--- src/rtl/wisc_pkg.sv ---
`default_nettype none
// ============================================================================
// Module   : wisc_pkg
// Brief    : Shared WISC datapath widths, opcodes and flag-update classes.
// Revision : 1.0
// ============================================================================
package wisc_pkg;

    localparam int DW = 16;
    localparam int RW = 4;

    localparam logic [3:0] OP_ADD    = 4'h0;
    localparam logic [3:0] OP_SUB    = 4'h1;
    localparam logic [3:0] OP_XOR    = 4'h2;
    localparam logic [3:0] OP_RED    = 4'h3;
    localparam logic [3:0] OP_SLL    = 4'h4;
    localparam logic [3:0] OP_SRA    = 4'h5;
    localparam logic [3:0] OP_ROR    = 4'h6;
    localparam logic [3:0] OP_PADDSB = 4'h7;
    localparam logic [3:0] OP_LW     = 4'h8;
    localparam logic [3:0] OP_SW     = 4'h9;
    localparam logic [3:0] OP_LLB    = 4'hA;
    localparam logic [3:0] OP_LHB    = 4'hB;
    localparam logic [3:0] OP_B      = 4'hC;
    localparam logic [3:0] OP_BR     = 4'hD;
    localparam logic [3:0] OP_PCS    = 4'hE;
    localparam logic [3:0] OP_HLT    = 4'hF;

    typedef enum logic [1:0] {
        FC_NONE = 2'd0,
        FC_Z    = 2'd1,
        FC_ZVN  = 2'd2
    } flag_class_e;

    function automatic flag_class_e flag_class(input logic [3:0] op);
        flag_class_e fc;
        case (op)
            OP_ADD, OP_SUB:                 fc = FC_ZVN;
            OP_XOR, OP_SLL, OP_SRA, OP_ROR: fc = FC_Z;
            default:                        fc = FC_NONE;
        endcase
        return fc;
    endfunction

endpackage
`default_nettype wire

--- src/rtl/ex_mem_stage_flag_reg.sv ---
`default_nettype none
// ============================================================================
// Module   : flag_reg
// Brief    : Architectural Z/V/N flags, updated per opcode class on accept.
// Revision : 1.0
// ============================================================================
module flag_reg #(
    parameter int DW = 16
) (
    input  logic          clk,
    input  logic          rst,
    input  logic          acc,
    input  logic [3:0]    opcode,
    input  logic [DW-1:0] result,
    input  logic          ovfl,
    output logic          flag_z,
    output logic          flag_v,
    output logic          flag_n
);
    import wisc_pkg::*;

    flag_class_e fc;
    logic        res_zero;

    assign fc       = flag_class(opcode);
    assign res_zero = (result == '0);

    always_ff @(posedge clk or posedge rst) begin
        if (rst) begin
            flag_z <= 1'b0;
            flag_v <= 1'b0;
            flag_n <= 1'b0;
        end else if (acc) begin
            case (fc)
                FC_ZVN: begin
                    flag_z <= res_zero;
                    flag_v <= ovfl;
                    flag_n <= result[DW-1];
                end
                FC_Z: begin
                    flag_z <= res_zero;
                end
                default: begin
                end
            endcase
        end
    end

endmodule
`default_nettype wire

--- src/rtl/ex_mem_stage.sv ---
`default_nettype none
// ============================================================================
// Module   : ex_mem_stage
// Brief    : EX/MEM pipeline register with flags, halt latch and perf counters.
// Revision : 1.0
// ============================================================================
module ex_mem_stage #(
    parameter int DW = 16,
    parameter int RW = 4,
    parameter int CW = 16
) (
    input  logic          clk,
    input  logic          rst,
    input  logic          stall,
    input  logic          flush,
    input  logic          ex_valid,
    input  logic [3:0]    ex_opcode,
    input  logic [DW-1:0] ex_result,
    input  logic          ex_ovfl,
    input  logic [DW-1:0] ex_store_data,
    input  logic [RW-1:0] ex_rd,
    input  logic          ex_regwrite,
    input  logic          ex_memread,
    input  logic          ex_memwrite,
    output logic          mem_valid,
    output logic [DW-1:0] mem_result,
    output logic [DW-1:0] mem_store_data,
    output logic [RW-1:0] mem_rd,
    output logic          mem_regwrite,
    output logic          mem_memread,
    output logic          mem_memwrite,
    output logic          flag_z,
    output logic          flag_v,
    output logic          flag_n,
    output logic          halted,
    output logic [CW-1:0] retired_cnt,
    output logic [CW-1:0] bubble_cnt
);
    import wisc_pkg::*;

    logic adv;
    logic acc;
    logic is_hlt;

    // Stall dominates flush: a flush raised during a stall only acts once stall drops.
    assign adv    = !stall;
    assign acc    = adv && ex_valid && !flush && !halted;
    assign is_hlt = (ex_opcode == OP_HLT);

    always_ff @(posedge clk or posedge rst) begin
        if (rst) begin
            mem_valid      <= 1'b0;
            mem_result     <= '0;
            mem_store_data <= '0;
            mem_rd         <= '0;
            mem_regwrite   <= 1'b0;
            mem_memread    <= 1'b0;
            mem_memwrite   <= 1'b0;
            halted         <= 1'b0;
            retired_cnt    <= '0;
            bubble_cnt     <= '0;
        end else if (acc) begin
            mem_valid      <= 1'b1;
            mem_result     <= ex_result;
            mem_store_data <= ex_store_data;
            mem_rd         <= ex_rd;
            // HLT travels down the pipe as a valid slot with no side effects.
            mem_regwrite   <= ex_regwrite && !is_hlt;
            mem_memread    <= ex_memread  && !is_hlt;
            mem_memwrite   <= ex_memwrite && !is_hlt;
            if (is_hlt) begin
                halted <= 1'b1;
            end
            retired_cnt    <= retired_cnt + CW'(1);
        end else if (adv) begin
            mem_valid      <= 1'b0;
            mem_regwrite   <= 1'b0;
            mem_memread    <= 1'b0;
            mem_memwrite   <= 1'b0;
            bubble_cnt     <= bubble_cnt + CW'(1);
        end
    end

    flag_reg #(
        .DW (DW)
    ) u_flag_reg (
        .clk    (clk),
        .rst    (rst),
        .acc    (acc),
        .opcode (ex_opcode),
        .result (ex_result),
        .ovfl   (ex_ovfl),
        .flag_z (flag_z),
        .flag_v (flag_v),
        .flag_n (flag_n)
    );

endmodule
`default_nettype wire

--- config.mk ---
export PLATFORM = sky130hd
export DESIGN_NAME = ex_mem_stage
export DESIGN_NICKNAME = d
export VERILOG_FILES = /design/src/rtl/wisc_pkg.sv /design/src/rtl/ex_mem_stage_flag_reg.sv /design/src/rtl/ex_mem_stage.sv
export SDC_FILE = /design/constraint.sdc
export NUM_CORES = 1
export LEC_CHECK = 0
export ABC_CLOCK_PERIOD_IN_PS = 2300
export CORE_MARGIN = 1.5
export CORE_UTILIZATION = 39
export DETAILED_ROUTE_END_ITERATION = 16
export GPL_ROUTABILITY_DRIVEN = 0
export HOLD_SLACK_MARGIN = 0.12
export PLACE_DENSITY = 0.78
export SYNTH_ARGS = -nofsm -noshare
export SYNTH_HDL_FRONTEND = slang
export SYNTH_HIERARCHICAL = 1
export SYNTH_SLANG_ARGS = --single-unit
--- constraint.sdc ---
create_clock -name clk -period 2.3 [get_ports clk]
set_input_delay 0.46 -clock clk [delete_from_list [all_inputs] [get_ports clk]]
set_output_delay 0.46 -clock clk [all_outputs]
set_load 0.05 [all_outputs]
==> run metrics <==
Ports roughly 130; residual DRC count 0; max layer used met4; Reg2Reg Depth 4; share of cells above drive strength 1 0.183; crit path time final approximately 2100 ps; hold buffer count at cts 0; Rows 32; FF+latch count, synth 76; worst slew pin tran 538 ps; Netlist cell types 29; Cell Area, Placed 4530 um2; cts bufs inserted 9; skew final slightly below 9 ps; most common cell after layout, fill and taps aside clkdlybuf4s50_1; via count ~2300; final setup vio count 0; WL met2 about 3200 um; RSZ-0062 raised after global routing false; clock tree from TritonCTS done; number of vias per cell just under 5; Final HPWL DP roughly 5000 um; WP buf/inv 1; # port buffers between 100 and 150; Slowest-stage cell, CP clkdlybuf4s50_1; global-route wire length before repair 11200 um; status completed; final WL between 6000 and 7000 um; H-tree depth 3; post-CTS setup buffer count 0; Longest Clk Path Bufs 2; number of hold violations in the final report 0; synthesized area between 3000 and 4000 um2; worst hold margin about 360 ps; initial antenna violation count 0; drt pass-1 iters 4; fmax roughly 470 MHz; P&R area growth vs syn 52.3%; Crit Path Max Fanout 7; warnings from Yosys 6; Leak ~0.0020 uW; reg2reg start halted; Slew Viols, Final 0; met3 WL a little under 500 um; Worst IR Drop VDD 0.000563 V; Slew HR 0.640; Crit Path Category flip-flop to primary output; Avg Cell Area, Syn 13.8 um2; remaining global-route overflow 0; CP Launch Type flip-flop; fin crit share 0.916; ant diodes 0; Power Dens Cells ~990 nW/um2; drt initial violations 65; die height 92.6 um; setup_tns 0 ps; crit-path cells clkdlybuf4s50_1; largest net degree at the start of global routing 40; nets ~410; Starting Density 0.405; clock latency at the later pin of the worst-skew pair between 300 and 400 ps; GRT Util Overall 0.167; total die area between 8000 and 9000 um2; post-route ant nets 0; Post-CTS Resized 0; critical path required time around 1800 ps; Worst path top cell family by delay buffers and inverters; sequential fraction of the synthesis area 0.608; core area between 7000 and 8000 um2; Metal-1 WL ~2900 um; syn_nets between 200 and 300; Max Cap Viol 0; Hold Path Class primary input to asynchronous set/reset pin; Critical Path AT 1650 ps; reg2reg setup slack 590 ps; most frequent cells in the layout 124 x clkdlybuf4s50_1, 76 x dfrtp_1, 39 x mux2_2; CP max stage delay ~850 ps; DR WL/cell 14.2 um; Reg clk slew, reported paths 80 ps; die width just over 90 um; RR Endpoint retired_cnt[13]; vias in the first global route between 2000 and 2500; Design Area, Final around 4800 um2; Worst Setup End Kind primary output; Clock Tree Root clkbuf_8; cells after synthesis ~230; # clock sinks 76
-- flip-flops by register name, indices dropped and copies added (netlist names) --
name	flops
u_flag_reg/flag_z	1
mem_memwrite	1
mem_valid	1
halted	1
mem_rd	4
mem_memread	1
retired_cnt	16
bubble_cnt	16
mem_result	16
u_flag_reg/flag_n	1
mem_store_data	16
mem_regwrite	1
u_flag_reg/flag_v	1
-- layer usage --
metal | vias up | global-route usage
met5 | - | 0
met4 | 0 | 0.0654
met3 | 11 | 0.0542
met2 | 74 | 0.262
met1 | 1122 | 0.213
li1 | 1064 | -
-- per-stage QoR --
| stage | setup slack (ps) | std cells | utilization | total power [uW] |
|---|---|---|---|---|
| 3_5_place_dp | 32.9 | 452 | 0.586 | 3570 |
| 4_1_cts | 174 | 468 | 0.617 | 4760 |
| 6_report | 193 | 468 | 0.617 | 4710 |
| 3_3_place_gp | 84.5 | 452 | 0.586 | 3540 |
| 5_1_grt | 102 | 468 | 0.617 | 4920 |
| 2_1_floorplan | 294 | 226 | - | 2890 |
-- cell families after synthesis --
| kind of cell | synth area share |
|---|---|
| AOI/OAI and AO/OA | 0.0148 |
| buffers and inverters | 0.0160 |
| xor gates and xnor gates | 0.0840 |
| DFF | 0.608 |
| and+or+nand+nor | 0.118 |
| adders and majority gates | 0.0120 |
| muxes | 0.147 |
-- worst max-delay path by stage --
| stage | to | startpoint | slack (ps) | depth (start not counted) |
|---|---|---|---|---|
| 2_1_floorplan | bubble_cnt[12] | bubble_cnt[0] | 290 | 5 |
| 3_3_place_gp | retired_cnt[13] | stall | 80 | 5 |
| 3_5_place_dp | retired_cnt[13] | stall | 30 | 5 |
| 4_1_cts | retired_cnt[3] | retired_cnt[3] | 170 | 1 |
| 5_1_grt | retired_cnt[3] | retired_cnt[3] | 100 | 1 |
| 6_report | retired_cnt[3] | retired_cnt[3] | 190 | 1 |
-- synthesized netlist by cell type --
master / number / area (um2)
nor2b_1: 1 / 6.26
mux2i_1: 1 / 10.0
a21o_1: 1 / 7.51
nor4_2: 2 / 25.0
and2_1: 3 / 18.8
and3_1: 4 / 25.0
and4_1: 3 / 26.3
nand2_1: 13 / 48.8
dfrtp_1: 76 / 1900
nand4_1: 12 / 75.1
buf_2: 7 / 35.0
nand2b_1: 1 / 6.26
nor2_1: 4 / 15.0
inv_1: 4 / 15.0
a22o_1: 3 / 26.3
nor4_4: 1 / 21.3
o21ai_0: 1 / 5.00
nor3b_1: 1 / 7.51
mux2_2: 39 / 439
ha_1: 3 / 37.5
nor4b_1: 1 / 8.76
o31ai_1: 1 / 7.51
xor2_1: 4 / 35.0
nor4b_4: 1 / 23.8
nor4_1: 2 / 12.5
nand3_1: 8 / 40.0
nor3_1: 2 / 10.0
xnor2_1: 26 / 228
mux2_1: 1 / 11.3
-- layout make-up --
class	instances	area, um2
Fill cell	617	2960
Clock inverter	4	70.1
Multi-Input combinational cell	139	1180
Inverter	4	18.8
Timing Repair Buffer	131	1310
Clock buffer	12	165
Tap cell	102	128
Sequential cell	76	1900
-- power by group --
group	internal, uW	leakage [uW]	switching, uW	total (uW)
clock	697	0.000122	479	1180
combinational	661	0.000889	1100	1760
sequential	1570	0.000960	197	1770
Power figures use the tool's default switching activity.
==> edit, RTL diff (config.mk and constraints unchanged) <==
The parameter `CW` goes from 16 to 15.
--- a/src/rtl/ex_mem_stage.sv
+++ b/src/rtl/ex_mem_stage.sv
@@ -9,3 +9,3 @@
     parameter int RW = 4,
-    parameter int CW = 16
+    parameter int CW = 15
 ) (
Ports: changed (resized bubble_cnt and retired_cnt); port bits go from 125 to 123. No check against the original RTL was run, so the function may have changed too.
==> edit against the original RTL <==
- non-clock buffer count rose by 1
- worst setup slack got worse by 0.059 ns
- synthesized area fell by 1.9%
- first-iteration DRC count fell by 32%
- register-to-register slack got worse by 0.31 ns
- sequential share of layout area fell by 0.88 points
- total power rose by 0.53%
- worst hold slack got worse by 0.016 ns
- sequential cell count fell by 2
- final area fell by 0.45%
- routed wire length rose by 1.6%
- critical path type is now input pin to flop
- highest routed layer unchanged
==> edit: results (changes against the original RTL) <==
* Synth unique cells at 29 (unchanged)
* Fill count at 640 (+3.7%)
* Maximum net fanout on the critical path at 8 (+1)
* Async S/R FF share, synth at 1.000 (unchanged)
* CTS max path bufs at 2 (unchanged)
* Largest cells by area after synthesis: dfrtp_1 60%, mux2_2 14%, xnor2_1 4.0%, xor2_1 4.0%, nor2_1 1.7%
* Largest stage delay, worst path at approximately 0.84 ns
* Post-synthesis sequential area ratio at 0.6033 (-0.004414)
* CTS resizes at 0 (unchanged)
* # port buffers at 122 (-1.6%)
* GRT Resource Usage Total at 0.1721 (+0.005531)
* Root buffer cell: clkbuf_8
* Per-cell routed wire length at 14.42 µm (+1.2%)
* Regs by FF count: mem_result x16, mem_store_data x16
* H-tree lvl count at 3 (unchanged)
* Placed inst area at 4506 µm² (-0.58%)
* Pin count of the biggest net entering global routing at 39 (-2.5%)
* Ant. Diodes at 0 (unchanged)
* Nets@finish at 416 (+0.73%)
* Total setup buffers inserted after CTS at 0 (unchanged)
* P_int at 2951 µW (+0.80%)
* Top post-synthesis cells by count: 74 x dfrtp_1, 39 x mux2_2, 14 x nor2_1, 14 x xnor2_1, 14 x xor2_1
* CTS Buf Count at 9 (unchanged)
* Final Skew at 0.007946 ns (-0.0009852 ns)
* First-pass GRT wire length at 11420 µm (+2.1%)
* Max VDD drop at 0.5049 mV (-10%)
* Insertion delay to the later sink of the worst-skew pair at about 0.33 ns
* 1st-pass router iterations at 4 (unchanged)
* Post-DR vias/cell at 4.843 (-0.21%)
* Vias in the first global route at 2444 (+4.7%)
* Initial antenna violation count at 0 (unchanged)
* Post-Syn Nets at 278 (unchanged)
* WP data arrival at 2.38 ns (+0.73 ns)
* Slowest cell on crit path: or4b_2
* Relative slew slack at 0.6436 (+0.003690)
* Layout cells sized above 1 at 0.1929 (+0.009875)
* Clock slew at reported path FFs at 0.07 ns
* P_leak at 0.002071 µW (+5.1%)
* Worst min path class: input pin to asynchronous set/reset pin
* Status: finished, final reports clean
* DR iter-0 viols at 44 (-32%)
* Ys Warns at 6 (unchanged)
* HPWL Detailed at 5119 µm (+2.6%)
==> edit: power by group through the flow <==
stage / Combinational (µW) / Sequential [µW] / Clock, µW
after CTS: 1810 / 1730 / 1240
after floorplan: 312 / 2560 / 0
final: 1790 / 1730 / 1210
after detailed placement: 1800 / 1760 / 0
after global routing: 1880 / 1780 / 1290
after global placement: 1780 / 1750 / 0
==> edit: critical path, delay by kind of cell <==
| kind | cells | cell delay, ns |
|---|---|---|
| buffers and inverters | 1 | 0.41 |
| and+or+nand+nor | 3 | 1.36 |
| xor gates and xnor gates | 1 | 0.14 |
==> edit: worst paths after layout <==
kind | from | end | slack (ns) | depth (start not counted)
max | stall | retired_cnt[14]$_DFFE_PP0P_ | 0.13 | 5
min | rst | u_flag_reg/flag_z$_DFFE_PP0P_ | 0.35 | 2
max reg2reg | halted$_DFFE_PP0P_ | retired_cnt[14]$_DFFE_PP0P_ | 0.28 | 4
min reg2reg | bubble_cnt[14]$_DFFE_PP0P_ | bubble_cnt[14]$_DFFE_PP0P_ | 0.47 | 1
max in group asynchronous | rst | bubble_cnt[6]$_DFFE_PP0P_ | 1.27 | 3
min in group clk | bubble_cnt[14]$_DFFE_PP0P_ | bubble_cnt[14]$_DFFE_PP0P_ | 0.47 | 1
==> edit: cells by family after synthesis <==
family,synth area share
compound gates,0.01509
simple gates,0.1215
xor+xnor,0.07990
mux,0.1500
fa+ha+maj,0.01223
buf+inv,0.01794
flops,0.6033
==> edit: cell type report <==
cell class,count,area share
Multi-Input combinational cell,139,0.2449
Tap cell,102,0.02689
Clock inverter,5,0.02162
Inverter,8,0.006327
Timing Repair Buffer,132,0.2810
Sequential cell,74,0.3902
Clock buffer,10,0.02900
==> edit: layer usage <==
layer | vias to the layer above | GRT usage | part of all wire
met2 | 81 | 0.2823 | 0.48
li1 | 1060 | - | -
met5 | - | 0 | 0
met1 | 1122 | 0.2083 | 0.42
met3 | 13 | 0.05058 | 0.073
met4 | 0 | 0.08077 | 0.020
==> edit: metrics by stage <==
stage | worst slack [ns] | instances | utilization
6_report | 0.1335 | 470 | 0.6174
5_1_grt | 0.02499 | 470 | 0.6174
4_1_cts | 0.1517 | 470 | 0.6174
3_5_place_dp | -0.2109 | 455 | 0.5861
3_3_place_gp | -0.1686 | 455 | 0.5861
2_1_floorplan | 0.04343 | 226 | -
